$ cat src/rtl/reg_xfer_ctrl_pkg.sv
// Shared register-file transfer package: default widths, controller state encoding
// and command legality helper.
package reg_xfer_ctrl_pkg;

    localparam int RXC_DATA_WIDTH = 32;
    localparam int RXC_ADDR_WIDTH = 5;

    typedef enum logic [1:0] {
        ST_IDLE = 2'd0,
        ST_LOAD = 2'd1,
        ST_DUMP = 2'd2,
        ST_FIN  = 2'd3
    } xfer_state_e;

    // A transfer may touch each register at most once, and must move at least one word.
    function automatic logic count_is_legal(input int unsigned count, input int unsigned n_regs);
        return (count != 0) && (count <= n_regs);
    endfunction

endpackage

$ cat src/rtl/reg_xfer_ctrl_if.sv
// Bundle of command, load stream, dump stream, register-file and status signals
// between the transfer controller (master) and its surroundings (slave).
interface reg_xfer_ctrl_if
    import reg_xfer_ctrl_pkg::*;
#(
    parameter int DATA_WIDTH = RXC_DATA_WIDTH,
    parameter int ADDR_WIDTH = RXC_ADDR_WIDTH
);
    logic                  cmd_valid;
    logic                  cmd_ready;
    logic                  cmd_dir;
    logic [ADDR_WIDTH-1:0] cmd_base;
    logic [ADDR_WIDTH:0]   cmd_count;

    logic                  in_valid;
    logic                  in_ready;
    logic [DATA_WIDTH-1:0] in_data;

    logic                  out_valid;
    logic                  out_ready;
    logic [DATA_WIDTH-1:0] out_data;
    logic                  out_last;

    logic                  rf_wen;
    logic [ADDR_WIDTH-1:0] rf_waddr;
    logic [DATA_WIDTH-1:0] rf_wdata;
    logic [ADDR_WIDTH-1:0] rf_raddr;
    logic [DATA_WIDTH-1:0] rf_rdata;

    logic                  busy;
    logic                  done;
    logic                  err;

    modport master (
        input  cmd_valid, cmd_dir, cmd_base, cmd_count,
        output cmd_ready,
        input  in_valid, in_data,
        output in_ready,
        output out_valid, out_data, out_last,
        input  out_ready,
        output rf_wen, rf_waddr, rf_wdata, rf_raddr,
        input  rf_rdata,
        output busy, done, err
    );

    modport slave (
        output cmd_valid, cmd_dir, cmd_base, cmd_count,
        input  cmd_ready,
        output in_valid, in_data,
        input  in_ready,
        input  out_valid, out_data, out_last,
        output out_ready,
        input  rf_wen, rf_waddr, rf_wdata, rf_raddr,
        output rf_rdata,
        input  busy, done, err
    );

endinterface

$ cat src/rtl/reg_xfer_ctrl.sv
// Register-file block transfer controller: loads a stream into consecutive registers
// or dumps consecutive registers into a stream through a one-entry output buffer.
module reg_xfer_ctrl
    import reg_xfer_ctrl_pkg::*;
#(
    parameter int DATA_WIDTH = RXC_DATA_WIDTH,
    parameter int ADDR_WIDTH = RXC_ADDR_WIDTH
) (
    input  logic            clk,
    input  logic            rst,
    reg_xfer_ctrl_if.master bus
);

    localparam int unsigned         N_REGS   = 1 << ADDR_WIDTH;
    localparam logic [ADDR_WIDTH:0] CNT_ZERO = '0;
    localparam logic [ADDR_WIDTH:0] CNT_ONE  = {{ADDR_WIDTH{1'b0}}, 1'b1};

    xfer_state_e           state_reg, state_next;
    logic [ADDR_WIDTH-1:0] ptr_reg, ptr_next;
    logic [ADDR_WIDTH:0]   remaining_reg, remaining_next;
    logic                  err_reg, err_next;
    logic                  out_valid_reg, out_valid_next;
    logic [DATA_WIDTH-1:0] out_data_reg, out_data_next;
    logic                  out_last_reg, out_last_next;

    always_ff @(posedge clk) begin
        if (rst) begin
            state_reg     <= ST_IDLE;
            ptr_reg       <= '0;
            remaining_reg <= '0;
            err_reg       <= 1'b0;
            out_valid_reg <= 1'b0;
            out_data_reg  <= '0;
            out_last_reg  <= 1'b0;
        end else begin
            state_reg     <= state_next;
            ptr_reg       <= ptr_next;
            remaining_reg <= remaining_next;
            err_reg       <= err_next;
            out_valid_reg <= out_valid_next;
            out_data_reg  <= out_data_next;
            out_last_reg  <= out_last_next;
        end
    end

    always_comb begin
        state_next     = state_reg;
        ptr_next       = ptr_reg;
        remaining_next = remaining_reg;
        err_next       = err_reg;
        out_valid_next = out_valid_reg;
        out_data_next  = out_data_reg;
        out_last_next  = out_last_reg;

        unique case (state_reg)
            ST_IDLE: begin
                if (bus.cmd_valid) begin
                    ptr_next       = bus.cmd_base;
                    remaining_next = bus.cmd_count;
                    if (!count_is_legal(32'(bus.cmd_count), N_REGS)) begin
                        err_next   = 1'b1;
                        state_next = ST_FIN;
                    end else begin
                        err_next   = 1'b0;
                        state_next = bus.cmd_dir ? ST_DUMP : ST_LOAD;
                    end
                end
            end

            ST_LOAD: begin
                if (bus.in_valid) begin
                    ptr_next       = ptr_reg + 1'b1;
                    remaining_next = remaining_reg - 1'b1;
                    if (remaining_reg == CNT_ONE) begin
                        state_next = ST_FIN;
                    end
                end
            end

            ST_DUMP: begin
                if (out_valid_reg && bus.out_ready && out_last_reg) begin
                    state_next = ST_FIN;
                end
                // Refill whenever the buffer is empty or being drained this cycle.
                if ((!out_valid_reg || bus.out_ready) && (remaining_reg != CNT_ZERO)) begin
                    out_data_next  = bus.rf_rdata;
                    out_valid_next = 1'b1;
                    out_last_next  = (remaining_reg == CNT_ONE);
                    ptr_next       = ptr_reg + 1'b1;
                    remaining_next = remaining_reg - 1'b1;
                end else if (out_valid_reg && bus.out_ready) begin
                    out_valid_next = 1'b0;
                    out_last_next  = 1'b0;
                end
            end

            ST_FIN: begin
                state_next = ST_IDLE;
            end

            default: begin
                state_next = ST_IDLE;
            end
        endcase
    end

    // Write strobe and load handshake are masked by rst so no write escapes in the reset cycle.
    assign bus.cmd_ready = (state_reg == ST_IDLE);
    assign bus.in_ready  = (state_reg == ST_LOAD) && !rst;
    assign bus.rf_wen    = (state_reg == ST_LOAD) && bus.in_valid && !rst;
    assign bus.rf_waddr  = ptr_reg;
    assign bus.rf_wdata  = bus.in_data;
    assign bus.rf_raddr  = ptr_reg;
    assign bus.out_valid = out_valid_reg;
    assign bus.out_data  = out_data_reg;
    assign bus.out_last  = out_last_reg;
    assign bus.busy      = (state_reg != ST_IDLE);
    assign bus.done      = (state_reg == ST_FIN);
    assign bus.err       = (state_reg == ST_FIN) && err_reg;

endmodule

$ cat src/flat_wrapper.sv
// flat-port wrapper written by rule: the top's interface ports become plain ports
module reg_xfer_ctrl_flat import reg_xfer_ctrl_pkg::*;
#(
    parameter int DATA_WIDTH = RXC_DATA_WIDTH,
    parameter int ADDR_WIDTH = RXC_ADDR_WIDTH
)
  (clk, rst, bus_cmd_valid, bus_cmd_dir, bus_cmd_base, bus_cmd_count, bus_cmd_ready, bus_in_valid, bus_in_data, bus_in_ready, bus_out_valid, bus_out_data, bus_out_last, bus_out_ready, bus_rf_wen, bus_rf_waddr, bus_rf_wdata, bus_rf_raddr, bus_rf_rdata, bus_busy, bus_done, bus_err);
  reg_xfer_ctrl_if #(.DATA_WIDTH(DATA_WIDTH), .ADDR_WIDTH(ADDR_WIDTH)) bus_i ();
  input  logic clk;
  input  logic rst;
  input wire logic [$bits(bus_i.cmd_valid)-1:0] bus_cmd_valid;
  input wire logic [$bits(bus_i.cmd_dir)-1:0] bus_cmd_dir;
  input wire logic [$bits(bus_i.cmd_base)-1:0] bus_cmd_base;
  input wire logic [$bits(bus_i.cmd_count)-1:0] bus_cmd_count;
  output wire logic [$bits(bus_i.cmd_ready)-1:0] bus_cmd_ready;
  input wire logic [$bits(bus_i.in_valid)-1:0] bus_in_valid;
  input wire logic [$bits(bus_i.in_data)-1:0] bus_in_data;
  output wire logic [$bits(bus_i.in_ready)-1:0] bus_in_ready;
  output wire logic [$bits(bus_i.out_valid)-1:0] bus_out_valid;
  output wire logic [$bits(bus_i.out_data)-1:0] bus_out_data;
  output wire logic [$bits(bus_i.out_last)-1:0] bus_out_last;
  input wire logic [$bits(bus_i.out_ready)-1:0] bus_out_ready;
  output wire logic [$bits(bus_i.rf_wen)-1:0] bus_rf_wen;
  output wire logic [$bits(bus_i.rf_waddr)-1:0] bus_rf_waddr;
  output wire logic [$bits(bus_i.rf_wdata)-1:0] bus_rf_wdata;
  output wire logic [$bits(bus_i.rf_raddr)-1:0] bus_rf_raddr;
  input wire logic [$bits(bus_i.rf_rdata)-1:0] bus_rf_rdata;
  output wire logic [$bits(bus_i.busy)-1:0] bus_busy;
  output wire logic [$bits(bus_i.done)-1:0] bus_done;
  output wire logic [$bits(bus_i.err)-1:0] bus_err;
  assign bus_i.cmd_valid = bus_cmd_valid;
  assign bus_i.cmd_dir = bus_cmd_dir;
  assign bus_i.cmd_base = bus_cmd_base;
  assign bus_i.cmd_count = bus_cmd_count;
  assign bus_cmd_ready = bus_i.cmd_ready;
  assign bus_i.in_valid = bus_in_valid;
  assign bus_i.in_data = bus_in_data;
  assign bus_in_ready = bus_i.in_ready;
  assign bus_out_valid = bus_i.out_valid;
  assign bus_out_data = bus_i.out_data;
  assign bus_out_last = bus_i.out_last;
  assign bus_i.out_ready = bus_out_ready;
  assign bus_rf_wen = bus_i.rf_wen;
  assign bus_rf_waddr = bus_i.rf_waddr;
  assign bus_rf_wdata = bus_i.rf_wdata;
  assign bus_rf_raddr = bus_i.rf_raddr;
  assign bus_i.rf_rdata = bus_rf_rdata;
  assign bus_busy = bus_i.busy;
  assign bus_done = bus_i.done;
  assign bus_err = bus_i.err;
  reg_xfer_ctrl #(.DATA_WIDTH(DATA_WIDTH), .ADDR_WIDTH(ADDR_WIDTH)) u_core (.clk(clk), .rst(rst), .bus(bus_i));
endmodule
$ cat config.mk
export PLATFORM = sky130hd
export DESIGN_NAME = reg_xfer_ctrl_flat
export DESIGN_NICKNAME = d
export VERILOG_FILES = /design/src/rtl/reg_xfer_ctrl_pkg.sv /design/src/rtl/reg_xfer_ctrl_if.sv /design/src/rtl/reg_xfer_ctrl.sv /design/src/flat_wrapper.sv
export SDC_FILE = /design/constraint.sdc
export NUM_CORES = 1
export LEC_CHECK = 0
export BUFFER_PORTS_ARGS = -buffer_cell sky130_fd_sc_hd__clkbuf_2
export CAP_MARGIN = 20
export CORE_UTILIZATION = 45
export CTS_CLUSTER_SIZE = 24
export DETAILED_ROUTE_END_ITERATION = 16
export PLACE_DENSITY_LB_ADDON = 0.25
export SLEW_MARGIN = 40
export SYNTH_ARGS = -nofsm -noshare
export SYNTH_HDL_FRONTEND = slang
export SYNTH_SLANG_ARGS = --single-unit
$ cat constraint.sdc
create_clock -name clk -period 4.2 [get_ports clk]
set_input_delay 0.84 -clock clk [delete_from_list [all_inputs] [get_ports clk]]
set_output_delay 0.84 -clock clk [all_outputs]
set_load 0.005 [all_outputs]
==> metrics.log <==
[metrics] outcome: finished clean
[metrics] worst slew pin tran: 0.613 ns
[metrics] GR Overflow Total: 0
[metrics] flip-flop count of the largest register, all copies and words added: 32
[metrics] TritonCTS clock tree: done
[metrics] worst clock skew on the final layout: 0.00375 ns
[metrics] leakage power: 1.26 nW
[metrics] VDD IR-drop max: 0.000297 V
[metrics] worst reg2reg path endpoint: u_core.bus.rf_raddr[0]
[metrics] crit end category: output port
[metrics] first-pass GRT wire length: 9430 um
[metrics] Multi-input gate area: 1110 um^2
[metrics] Fin Setup TNS: 0 ns
[metrics] FF-to-FF Start: u_core.state_reg[0]
[metrics] proportion of layout cells with a drive suffix above 1: 0.324
[metrics] routed vias: 2190
[metrics] most frequent standard cell in the layout excluding fill and tap cells: sky130_fd_sc_hd__clkbuf_2
[metrics] delay of the slowest cell on the worst path: 0.38 ns
[metrics] most used cell, CP: sky130_fd_sc_hd__inv_1
[metrics] Root Buffer Master: sky130_fd_sc_hd__clkbuf_8
[metrics] Post-synth ARST share: 0
[metrics] number of setup violations in the final report: 0
[metrics] share of the yosys chip area belonging to registers: 0.387
[metrics] All-Layer GR Usage: 0.198
[metrics] die extent in y: 76.3 um
[metrics] final weighted congestion of routability-driven global placement: 0.764
[metrics] DR pass1 iterations: 4
[metrics] worst reg2reg setup slack: 2.19 ns
[metrics] commonest cells after routing, fill and taps aside: sky130_fd_sc_hd__clkbuf_2 (98), sky130_fd_sc_hd__nand2_1 (73), sky130_fd_sc_hd__dfxtp_1 (48)
[metrics] initial standard-cell utilization of the core: 0.477
[metrics] WL/cell: 12.6 um
[metrics] clock-pin slew on the worst setup and hold paths: 0.08 ns
[metrics] number of nets still failing antenna checks after routing: 0
[metrics] final core occ: 0.539
[metrics] Min-Delay Path Depth: 2
[metrics] syn_nets: 405
[metrics] Core ar.: 5200 um^2
[metrics] number of warnings reported in the yosys synthesis log: 0
[metrics] area added between synthesis and finish: 13.0%
[metrics] CTS H-Tree Depth: 2
[metrics] pin count of the biggest net entering global routing: 51
[metrics] cell count after synthesis: 315
[metrics] Syn Std Cell Area: 2480 um^2
[metrics] HPWL after detailed placement: 3940 um
[metrics] count of unresolved DRC violations after routing: 0
[metrics] Core Rows: 26
[metrics] number of max-cap violations: 0
[metrics] final slew viol count: 0
[metrics] net count of the finished layout: 459
[metrics] clock sinks: 48
[metrics] minimum period implied by the final worst setup slack: 2.23 ns
[metrics] count of antenna diodes in the layout: 0
[metrics] WS Path Type: flop to output port
[metrics] Post-CTS Setup Inserts: 0
[metrics] Worst Hold Launch: u_core.bus.out_data[8]
[metrics] Max Freq: 448 MHz
[metrics] slowest stage cell, crit path: sky130_fd_sc_hd__dfxtp_1
[metrics] total routed wirelength: 5540 um
[metrics] worst skew pair latency: 0.30 ns
[metrics] number of enable flip-flop cells after synthesis: 0
[metrics] Post-DP Area: 2710 um^2
[metrics] clock tree buffer depth: 2
[metrics] worst-path fanout max: 4
[metrics] dominant synthesized flop cell: sky130_fd_sc_hd__dfxtp_1
[metrics] vias per cell: 4.98
[metrics] register area: 961 um^2
[metrics] critical-path cell list: inv_1 -> ha_1 -> inv_1 -> nor2_1 -> and2_1 -> clkbuf_2
[metrics] number of antenna violations at the first check in global routing: 0
[metrics] crit start category: flop
[metrics] worst min-delay path endpoint: u_core.bus.out_data[8]
[metrics] hold bufs inserted after CTS: 0
[metrics] syn_area_per_cell: 7.88 um^2
[metrics] setup repair after global routing missed its margin: false
[metrics] number of buffers created by CTS: 5
[metrics] via count of the first global-routing pass: 2080
[metrics] final worst-path cycle share: 0.532
[metrics] unique cell type count in the Yosys netlist: 37
[metrics] final-layout fill cell count: 524
[metrics] Final Cell Area: 2810 um^2
[metrics] WP data required: 3.36 ns
[metrics] final hold violation count: 0
[metrics] width of the die: 76.3 um
[metrics] full die area: 5820 um^2
[metrics] Pwr per Cell Area: 606 nW/um^2
[metrics] Initial DRC Count: 102
[metrics] count of input and output buffers: 98
[metrics] Tightest Hold Check Type: flop to flop
[metrics] #FFs+latches synth: 48
[metrics] data arrival time at the worst-slack endpoint: 1.39 ns
[metrics] Relative slew margins: 0.589
[metrics] io pins: 163
[metrics] length in cells of the worst reg-to-reg path: 7
[metrics] Gates resized, CTS repair: 0
routing by layer:
layer | GRT usage | vias to the layer above | routed length, um
li1 | - | 1120 | -
met1 | 0.217 | 984 | 2320
met5 | 0 | - | 0
met3 | 0.0587 | 25 | 391
met2 | 0.338 | 61 | 2620
met4 | 0.117 | 0 | 205
through the flow:
stage	hold WS (ns)	cells	total power [mW]	setup slack (ns)
6_report	0.457	440	1.70	1.97
4_1_cts	0.459	440	1.72	1.95
3_5_place_dp	0.448	432	1.43	1.84
2_1_floorplan	0.450	315	1.25	2.08
3_3_place_gp	0.441	432	1.42	1.84
5_1_grt	0.477	440	1.85	1.85
critical path, delay by kind of cell (launching register included):
kind | cells | cell delay [ns]
AND/OR/NAND/NOR | 2 | 0.23
flip-flops | 1 | 0.38
adder cells (fa/ha/maj) | 1 | 0.18
buffers and inverters | 3 | 0.30
area by class of cell:
cell class | count | share of cell area
multi-input combinational | 201 | 0.396
sequential | 48 | 0.342
timing repair buffer | 100 | 0.180
tap | 70 | 0.0312
clock buffer | 6 | 0.0294
inverter | 13 | 0.0174
clock inverter | 2 | 0.00357
cells by family after synthesis:
group                      synth area share
and+or+nand+nor                       0.219
AOI/OAI and AO/OA                     0.161
buffers and inverters                 0.167
DFF                                   0.387
adders and majority gates            0.0453
muxes                                0.0202
worst max-delay path by stage:
stage	to	startpoint	slack (ns)	cells past startpoint
after global routing	bus_rf_wen	u_core.state_reg[1]	1.85	6
after floorplan	u_core.state_reg[0]	bus_cmd_count[4]	2.08	5
after detailed placement	u_core.state_reg[1]	bus_cmd_count[4]	1.84	6
after global placement	u_core.bus.out_last	bus_out_ready	1.84	5
final	bus_rf_wen	u_core.state_reg[1]	1.97	6
after CTS	bus_rf_wen	u_core.state_reg[1]	1.95	6
where the power goes:
group	internal [mW]	total, mW	switching, mW	leakage (nW)
sequential	0.576	0.675	0.0991	0.392
combinational	0.329	0.746	0.417	0.822
clock	0.131	0.279	0.147	0.0510
total	1.04	1.70	0.664	1.26
cell usage after synthesis, drive strengths merged (2+ instances only):
cell | number | share of area
nor2 | 11 | 0.017
and3 | 2 | 0.0071
nor3 | 3 | 0.0081
a21boi | 2 | 0.0060
ha | 9 | 0.045
o21ai | 10 | 0.020
inv | 13 | 0.020
or3 | 3 | 0.012
and2 | 3 | 0.0076
clkbuf | 11 | 0.025
nand2b | 4 | 0.010
nand2 | 73 | 0.11
a211oi | 2 | 0.0060
dfxtp | 48 | 0.39
o32ai | 2 | 0.0071
buf | 42 | 0.12
o22ai | 3 | 0.0076
a21oi | 45 | 0.091
mux2i | 5 | 0.020
a311oi | 2 | 0.0071
nand3 | 10 | 0.020
nor2b | 2 | 0.0050
Power figures use the tool's default switching activity.
